`src/rtl/ushift_pkg.sv`:
```
// Shared constants for the universal shift register:
// manual mode codes, frame FSM states and per-bit mux selects.
package ushift_pkg;

    localparam logic [2:0] MODE_HOLD = 3'b000;
    localparam logic [2:0] MODE_LOAD = 3'b001;
    localparam logic [2:0] MODE_SHL  = 3'b010;
    localparam logic [2:0] MODE_SHR  = 3'b011;
    localparam logic [2:0] MODE_ROTL = 3'b100;
    localparam logic [2:0] MODE_ROTR = 3'b101;
    localparam logic [2:0] MODE_CLR  = 3'b110;

    typedef enum logic {
        ST_IDLE  = 1'b0,
        ST_FRAME = 1'b1
    } state_t;

    // Next-value source for one bit cell
    localparam logic [1:0] SEL_HOLD  = 2'd0;
    localparam logic [1:0] SEL_PAR   = 2'd1;
    localparam logic [1:0] SEL_LEFT  = 2'd2;
    localparam logic [1:0] SEL_RIGHT = 2'd3;

endpackage

```
`src/rtl/ushift_cell.sv`:
```
// One bit of the shift register: 4:1 next-value mux
// feeding a synchronously reset flop.
module ushift_cell
    import ushift_pkg::*;
(
    input  logic       clk,
    input  logic       rst,
    input  logic [1:0] i_sel,
    input  logic       i_par,
    input  logic       i_left,
    input  logic       i_right,
    output logic       o_q
);

    logic w_next;

    // Pick hold, parallel, lower-neighbour or upper-neighbour value
    always_comb begin
        w_next = o_q;
        case (i_sel)
            SEL_PAR:   w_next = i_par;
            SEL_LEFT:  w_next = i_left;
            SEL_RIGHT: w_next = i_right;
            default:   w_next = o_q;
        endcase
    end

    // Storage flop, reset clears the bit
    always_ff @(posedge clk) begin
        if (rst) begin
            o_q <= 1'b0;
        end else begin
            o_q <= w_next;
        end
    end

endmodule

```
`src/rtl/ushift_reg.sv`:
```
// Universal shift register with manual ops and a
// start-triggered MSB-first serial frame engine.
module ushift_reg
    import ushift_pkg::*;
#(
    parameter int WIDTH = 8,
    parameter int CNT_W = $clog2(WIDTH)
) (
    input  logic             clk,
    input  logic             rst,
    input  logic             en,
    input  logic [2:0]       mode,
    input  logic             sin_l,
    input  logic             sin_r,
    input  logic [WIDTH-1:0] pdata,
    input  logic             start,
    output logic [WIDTH-1:0] q,
    output logic             sout_l,
    output logic             sout_r,
    output logic             busy,
    output logic             done
);

    state_t           r_state;
    logic [CNT_W-1:0] r_cnt;
    logic             r_busy;
    logic             r_done;

    logic [1:0]       w_sel;
    logic [WIDTH-1:0] w_par;
    logic             w_lin;
    logic             w_rin;
    logic             w_last;

    assign w_last = (r_state == ST_FRAME)
                 && (r_cnt == CNT_W'(WIDTH - 1));

    // Per-bit select decode and chain-end sources
    always_comb begin
        w_sel = SEL_HOLD;
        w_par = pdata;
        w_lin = sin_l;
        w_rin = sin_r;
        if (en) begin
            if (r_state == ST_FRAME) begin
                w_sel = SEL_LEFT;
            end else if (start) begin
                w_sel = SEL_PAR;
            end else begin
                case (mode)
                    MODE_LOAD: w_sel = SEL_PAR;
                    MODE_SHL:  w_sel = SEL_LEFT;
                    MODE_SHR:  w_sel = SEL_RIGHT;
                    MODE_ROTL: begin
                        w_sel = SEL_LEFT;
                        w_lin = q[WIDTH-1];
                    end
                    MODE_ROTR: begin
                        w_sel = SEL_RIGHT;
                        w_rin = q[0];
                    end
                    MODE_CLR: begin
                        w_sel = SEL_PAR;
                        w_par = '0;
                    end
                    default:   w_sel = SEL_HOLD;
                endcase
            end
        end
    end

    // Bit-cell chain; ends take serial input or wrap
    for (genvar i = 0; i < WIDTH; i++) begin : g_bit
        logic w_l;
        logic w_r;
        if (i == 0) begin : g_lo
            assign w_l = w_lin;
        end else begin : g_lo
            assign w_l = q[i-1];
        end
        if (i == WIDTH - 1) begin : g_hi
            assign w_r = w_rin;
        end else begin : g_hi
            assign w_r = q[i+1];
        end
        ushift_cell u_cell (
            .clk     (clk),
            .rst     (rst),
            .i_sel   (w_sel),
            .i_par   (w_par[i]),
            .i_left  (w_l),
            .i_right (w_r),
            .o_q     (q[i])
        );
    end

    // Frame FSM, shift counter, busy and done pulse
    always_ff @(posedge clk) begin
        if (rst) begin
            r_state <= ST_IDLE;
            r_cnt   <= '0;
            r_busy  <= 1'b0;
            r_done  <= 1'b0;
        end else begin
            r_done <= 1'b0;
            if (en) begin
                if (r_state == ST_IDLE) begin
                    if (start) begin
                        r_state <= ST_FRAME;
                        r_cnt   <= '0;
                        r_busy  <= 1'b1;
                    end
                end else begin
                    r_cnt <= r_cnt + CNT_W'(1);
                    if (w_last) begin
                        r_state <= ST_IDLE;
                        r_busy  <= 1'b0;
                        r_done  <= 1'b1;
                    end
                end
            end
        end
    end

    assign busy   = r_busy;
    assign done   = r_done;
    assign sout_l = q[WIDTH-1];
    assign sout_r = q[0];

endmodule

```
`config.mk`:
```
export PLATFORM = sky130hd
export DESIGN_NAME = ushift_reg
export DESIGN_NICKNAME = d
export VERILOG_FILES = /design/src/rtl/ushift_pkg.sv /design/src/rtl/ushift_cell.sv /design/src/rtl/ushift_reg.sv
export SDC_FILE = /design/constraint.sdc
export NUM_CORES = 1
export LEC_CHECK = 0
export BUFFER_PORTS_ARGS = -buffer_cell sky130_fd_sc_hd__clkbuf_2
export CAP_MARGIN = 40
export CORE_AREA = 2 2 47 49
export CTS_CLUSTER_DIAMETER = 200
export CTS_CLUSTER_SIZE = 24
export DETAILED_ROUTE_END_ITERATION = 6
export DIE_AREA = 0 0 49 51
export HOLD_SLACK_MARGIN = 0.08
export PLACE_DENSITY = 0.77
export SYNTH_ARGS = -nofsm -noshare
export SYNTH_HDL_FRONTEND = slang
export SYNTH_SLANG_ARGS = --single-unit
export TNS_END_PERCENT = 50
```
`constraint.sdc`:
```
create_clock -name clk -period 2.05 [get_ports clk]
set_input_delay 0.41 -clock clk [delete_from_list [all_inputs] [get_ports clk]]
set_output_delay 0.41 -clock clk [all_outputs]
set_load 0.01 [all_outputs]
```
==> results of run 1 <==
## layout by cell type, fill, tap and decap left out, types with 2 or more instances in the layout
cell type   n
a32oi_1     8
a31oi_1     2
nand3_1     9
clkbuf_2   28
a21oi_1    12
inv_1       2
dfxtp_1    14
a311oi_1    6
ha_1        2
nand2_1     2
nor2_1      8
clkbuf_4    3
nand3b_1    2
## per-stage QoR
step                      cells  power [uW]  setup WS, ns  hold slack (ns)  cell area, um2
final                       150         667         0.402            0.470            1040
after global routing        150         702         0.269            0.477            1040
after CTS                   150         665         0.450            0.479            1040
after detailed placement    146         469         0.278            0.486            1010
after global placement      146         464         0.305            0.475            1010
after floorplan             103         432         0.505            0.458             920
## critical path, cell delays in order (launching register included)
cell and delay [ns]:
dfxtp_1 0.44, nand4bb_1 0.26, nor2_1 0.40, a32oi_1 0.11, a311oi_1 0.34
## sequential cells by signal, summed over array words and instances (netlist names)
signal and flops:
busy 1, r_cnt 3, g_bit.u_cell.o_q 8, done 1, r_state 1
## routing by layer
| metal | GRT usage | vias up |
|---|---|---|
| met4 | 0.100 | 0 |
| met5 | 0 | - |
| met1 | 0.227 | 409 |
| met2 | 0.299 | 42 |
| li1 | - | 436 |
| met3 | 0.0234 | 3 |
## cell families (layout without fill, tap and decap cells)
kind of cell,count (synthesis),in the layout,share of synthesized area
and+or+nand+nor,31,31,0.199
AOI/OAI and AO/OA,39,39,0.348
buffers and inverters,16,35,0.112
xor gates and xnor gates,1,1,0.00953
adders and majority gates,2,2,0.0272
DFF,14,14,0.305
## power by group through the flow
stage | registers, uW | logic [uW] | clock network, uW
after floorplan | 313 | 119 | 0
after global placement | 318 | 146 | 0
after detailed placement | 319 | 149 | 0
after CTS | 312 | 150 | 202
after global routing | 317 | 166 | 220
final | 313 | 151 | 203
## Yosys cell counts (2+ instances only)
cell type,n,area share
a21oi_1,12,0.065
a311oi_1,6,0.057
a31oi_1,2,0.014
a32oi_1,8,0.076
buf_4,9,0.073
clkbuf_1,3,0.012
dfxtp_1,14,0.30
ha_1,2,0.027
inv_1,2,0.0082
nand2_1,2,0.0082
nand3_1,9,0.049
nand3b_1,2,0.016
nor2_1,8,0.033
## final cells by class
cell class / instances / area, um2
Fill cell: 214 / 1020
Multi-Input combinational cell: 73 / 537
Sequential cell: 14 / 280
Timing Repair Buffer: 29 / 148
Clock buffer: 4 / 36.3
Tap cell: 28 / 35.0
Inverter: 2 / 7.51
## path summary, 6_finish.rpt
kind / from / endpoint / slack, ns / cells after the start
worst min register to register: r_cnt[1]$_SDFFE_PP0P_ / r_cnt[1]$_SDFFE_PP0P_ / 0.50 / 2
worst min-delay path: pdata[7] / g_bit[7].u_cell.o_q$_SDFFE_PP0P_ / 0.47 / 3
worst max register to register: r_state$_SDFFE_PP0P_ / g_bit[1].u_cell.o_q$_SDFFE_PP0P_ / 0.40 / 4
worst max-delay path: r_state$_SDFFE_PP0P_ / g_bit[1].u_cell.o_q$_SDFFE_PP0P_ / 0.40 / 4
==> results.yml, run 1 <==
routing:
  drtPass1Iterations: 4
  wl_per_cell_um: 13.8
  max_layer_used: "met4"
  route.met2.wl_um: 968
  routed_via_density: 5.93
  post-route-drc-count: 0
  met3WireLength_um: 141
  detail-route-antenna-nets: 0
  wl_met1_um: 931
  detailroute.via_count: 890
  routed_wl_um: 2070
  drt_iter0_markers: 23
run_status:
  status: "complete, no violations"
cells_and_area:
  antenna_cells: 0
  fin_nets: 142
  final_util: 0.506
  post_route_cells_drive_above_1_share: 0.361
  area_growth_pct: 13.5
clock_tree:
  clock-root-buffer: "clkbuf_4"
  cts_sinks: 14
  post_cts_resized: 0
  cts_max_level: 1
  clk_path_buf_depth: 2
  post-cts-setup-buffer-count: 0
  clock_insertion_delay_worst_skew_ns: 0.29
  postCtsHoldBufs: 0
  clk_pin_slew_ns: 0.08
  cts_buffers: 3
  tritoncts: "built"
synth:
  synthDistinctLibCells: 37
  synth_async_sr_flop_share: 0
  yosysSeqAreaShare: 0.305
  post_synth.cell_area_avg_um2: 8.93
  mappedNetlistArea_um2: 920
  synth_edf_count: 0
  number_of_cells_produced_by_synthesis: 103
  synth_nets: 122
  synth-warning-count: 0
  synth_ff_type: "dfxtp_1"
  ys_seq_elements: 14
sta:
  setup_total_negative_slack_ns: 0
  fmax_mhz: 607
  maxSlewHeadroom: 0.679
  finalCriticalPeriod_ns: 1.65
  worst_clock_skew_ns: 0.000932
  worst-slew-pin-transition_ns: 0.479
  finalCritPeriodShare: 0.804
  slew_viol_final: 0
  setup_violations: 0
  hold_viol_final: 0
  grt_setup_unrepaired: "no"
global_routing:
  vias_in_the_first_global_route: 806
  grt_util_all_layers: 0.180
  overflow: 0
  grt_antenna_before_repair: 0
  grt_max_degree: 18
  grt_pass1_wl_um: 3530
pwr:
  vdd_drop_max_uv: 275
  clockPowerShare: 0.305
  switchingPower_uw: 203
  power_density_nw_per_um2: 639
  combPwrFrac: 0.226
  power_switching_share: 0.304
  seq_power_share: 0.469
  cellLeakagePower_uw: 0.000403
  cell_internal_pwr_uw: 464
job:
  maxCapViolations: 0
floorplan:
  core.rowCount: 17
  die_y_um: 51
  num_io_pins: 29
  core_area_um2: 2060
  floorplan.initialDensity: 0.446
  die_x_um: 49
  die-area_um2: 2500
critical_path:
  worstPathMaxFanout: 12
  critical_path.startpoint_type: "register"
  timing.critical_path.arrival_ns: 1.84
  cp.required_ns: 2.24
  critPathKind: "reg -> reg"
  critPathCaptureType: "register"
placed_design:
  dp_hpwl_um: 1510
  global_placer_s_final_weighted_congestion: 0.824
  port_buffers: 28
worst_hold_path:
  worstHoldPathType: "in -> reg"
Note: power is estimated with default switching activity, not from simulation.
==> run 2, diff against run 1 <==
--- a/config.mk
+++ b/config.mk
@@ -5,6 +5,7 @@
 export SDC_FILE = /design/constraint.sdc
 export NUM_CORES = 1
 export LEC_CHECK = 0
+export ABC_AREA = 1
 export BUFFER_PORTS_ARGS = -buffer_cell sky130_fd_sc_hd__clkbuf_2
 export CAP_MARGIN = 40
 export CORE_AREA = 2 2 47 49
@@ -13,7 +14,7 @@
 export DETAILED_ROUTE_END_ITERATION = 6
 export DIE_AREA = 0 0 49 51
 export HOLD_SLACK_MARGIN = 0.08
-export PLACE_DENSITY = 0.77
+export PLACE_DENSITY = 0.79
 export SYNTH_ARGS = -nofsm -noshare
 export SYNTH_HDL_FRONTEND = slang
 export SYNTH_SLANG_ARGS = --single-unit
==> constraint.sdc (replaced) <==
create_clock -name clk -period 1.65 [get_ports clk]
set_input_delay 0.33 -clock clk [delete_from_list [all_inputs] [get_ports clk]]
set_output_delay 0.33 -clock clk [all_outputs]
set_load 0.01 [all_outputs]
==> results.yml, run 2 <==
synth:
  synthDominantCellAreaShare: 0.294
  ys_seq_elements: 14
  synth-warning-count: 0
  synth_edf_count: 0
  synthDistinctLibCells: 22
  synth_async_sr_flop_share: 0
  yosysTopAreaCell: "dfxtp_1"
  largest_cells_by_area_after_synthesis: "dfxtp_1, nand2_1, nor2_1"
  number_of_cells_produced_by_synthesis: 143
  post_synth.cell_area_avg_um2: 6.68
  synth_nets: 162
  yosysMostFrequentCell: "nand2_1"
  synth_ff_type: "dfxtp_1"
  yosysSeqAreaShare: 0.294
  mappedNetlistArea_um2: 955
  synth_common_cells: "nand2_1, nor2_1, inv_1, dfxtp_1, nand3_1"
clock_tree:
  postCtsHoldBufs: 0
  post-cts-setup-buffer-count: 0
  clock-root-buffer: "clkbuf_4"
  cts_max_level: 1
  clk_path_buf_depth: 2
  clock_insertion_delay_worst_skew_ns: 0.29
  cts_buffers: 3
  cts_sinks: 14
  post_cts_resized: 0
  tritoncts: "built"
  clk_pin_slew_ns: 0.09
placed_design:
  dp_hpwl_um: 1590
  port_buffers: 28
  global_placer_s_final_weighted_congestion: 0.835
pwr:
  power_density_nw_per_um2: 785
  vdd_drop_max_uv: 549
  cellLeakagePower_uw: 0.000593
cells_and_area:
  layout_top_registers: "g_bit.u_cell.o_q (8), r_cnt (3)"
  fin_nets: 187
  most_common_cell_after_layout_fill_and_taps_aside: "nand2_1"
  antenna_cells: 0
  regMostFlops: "g_bit.u_cell.o_q"
  flip_flop_count_of_the_largest_register_all_copies_and_words_added: 8
  area_growth_pct: 15.1
  post_route_cells_drive_above_1_share: 0.275
  most-common-layout-cells: "nand2_1, clkbuf_2, nor2_1"
  fill_cells: 232
routing:
  post-route-drc-count: 0
  drt_iter0_markers: 12
  detail-route-antenna-nets: 0
  routed_wl_um: 1970
  detailroute.via_count: 959
  routed_via_density: 4.92
  drtPass1Iterations: 4
  wl_per_cell_um: 10.1
global_routing:
  grt_pass1_wl_um: 3360
  grt_util_all_layers: 0.173
  grt_max_degree: 14
  vias_in_the_first_global_route: 890
  grt_antenna_before_repair: 0
  overflow: 0
sta:
  setup_violations: 0
  worst-slew-pin-transition_ns: 0.281
  fmax_mhz: 785
  finalCritPeriodShare: 0.772
  setup_total_negative_slack_ns: 0
  grt_setup_unrepaired: "no"
  fin_worst_hold_slack_ns: 0.284
  finalCriticalPeriod_ns: 1.27
  maxSlewHeadroom: 0.812
  slew_viol_final: 0
  hold_viol_final: 0
  worst_clock_skew_ns: 0.00560
critical_path:
  critical_path.max_stage_delay_ns: 0.32
  critPathCaptureType: "register"
  timing.critical_path.arrival_ns: 1.46
  timing.critical_path.slowest_stage_cell: "dfxtp_1"
  critPathKind: "reg -> reg"
  worst-r2r-setup-slack_ns: 0.38
  critical_path.startpoint_type: "register"
  worstPathMaxFanout: 8
  critical_path.reg2reg.endpoint: "g_bit[0].u_cell.o_q$_SDFFE_PP0P_"
  r2r-start: "r_state$_SDFFE_PP0P_"
  crit_top_cell: "nor2_1"
  cp.required_ns: 1.83
  timing.critical_path.cells: "inv_1 > nand2_1 > nor2_1 > nand2_1 > nand4_1 > nand3_2 > nor2_1 > nor2_1"
  ff2ff_path_depth: 8
floorplan:
  core.rowCount: 17
  die-area_um2: 2500
  floorplan.initialDensity: 0.463
  die_y_um: 51
  num_io_pins: 29
  die_x_um: 49
  core_area_um2: 2060
worst_hold_path:
  worstHoldPathType: "in -> reg"
  hold-path-cell-count: 2
  timing.hold.worst.start: "rst"
  hold_worst_path_end: "r_cnt[1]$_SDFFE_PP0P_"
run_status:
  status: "complete, no violations"
job:
  maxCapViolations: 0
[run 2: cell count changes in the layout (fill, tap and decap cells not counted), sizes merged, moves of 7 or more]
cell,before,now
nand2,2,37
a32oi,8,0
a21oi,13,5
a311oi,7,0
nor2,9,20
nand3,9,16
o21ai,1,12
inv,2,17
[run 2: metrics by stage]
step	cells	setup slack [ns]	util	cell area [um2]	power, uW
floorplan	143	0.442	-	955	576
global placement	191	0.171	0.515	1060	614
detailed placement	191	0.103	0.515	1060	622
CTS	195	0.358	0.532	1100	872
global route	195	0.188	0.532	1100	914
finish	195	0.375	0.532	1100	862
[run 2: power breakdown]
part	internal [uW]	switching [uW]	leakage [uW]	total [uW]
Clock	134	114	0.0000210	249
Sequential	366	28.7	0.000115	395
Combinational	89.8	129	0.000456	219
Total	590	272	0.000593	862
[run 2: cell families (layout without fill, tap and decap cells)]
| kind of cell | count (synthesis) | count (layout) | synth area share |
|---|---|---|---|
| AND/OR/NAND/NOR | 78 | 78 | 0.397 |
| buffers and inverters | 27 | 51 | 0.153 |
| AO/OA/AOI/OAI | 22 | 22 | 0.130 |
| flip-flops | 14 | 14 | 0.294 |
| adder cells (fa/ha/maj) | 2 | 2 | 0.0262 |
[run 2: area by class of cell]
| cell class | instances | area, um2 | share of cell area |
|---|---|---|---|
| Tap cell | 28 | 35.0 | 0.0319 |
| Sequential cell | 14 | 280 | 0.255 |
| Clock buffer | 4 | 36.3 | 0.0330 |
| Timing Repair Buffer | 30 | 155 | 0.141 |
| Inverter | 17 | 63.8 | 0.0581 |
| Multi-Input combinational cell | 102 | 528 | 0.481 |
[run 2: worst max-delay path: cells and delay by family (launching register included)]
family                 cells  cell delay, ns
and+or+nand+nor            7            0.77
buffers and inverters      1            0.09
DFF                        1            0.32
[run 2: how the worst max path moves through the flow]
stage	slack [ns]	to	cells after the start	startpoint
global route	0.19	g_bit[3].u_cell.o_q$_SDFFE_PP0P_	9	r_state$_SDFFE_PP0P_
finish	0.38	g_bit[0].u_cell.o_q$_SDFFE_PP0P_	8	r_state$_SDFFE_PP0P_
floorplan	0.44	g_bit[0].u_cell.o_q$_SDFFE_PP0P_	8	r_state$_SDFFE_PP0P_
global placement	0.17	g_bit[7].u_cell.o_q$_SDFFE_PP0P_	11	mode[1]
detailed placement	0.10	g_bit[7].u_cell.o_q$_SDFFE_PP0P_	11	mode[1]
CTS	0.36	g_bit[0].u_cell.o_q$_SDFFE_PP0P_	8	r_state$_SDFFE_PP0P_
[run 2: per-layer routing]
metal / wire length [um] / track usage / up-vias / share of wire
li1: - / - / 507 / -
met3: 121 / 0.0731 / 4 / 0.062
met5: 0 / 0 / - / 0
met1: 799 / 0.179 / 427 / 0.41
met2: 1020 / 0.320 / 21 / 0.52
met4: 20 / 0.0476 / 0 / 0.010
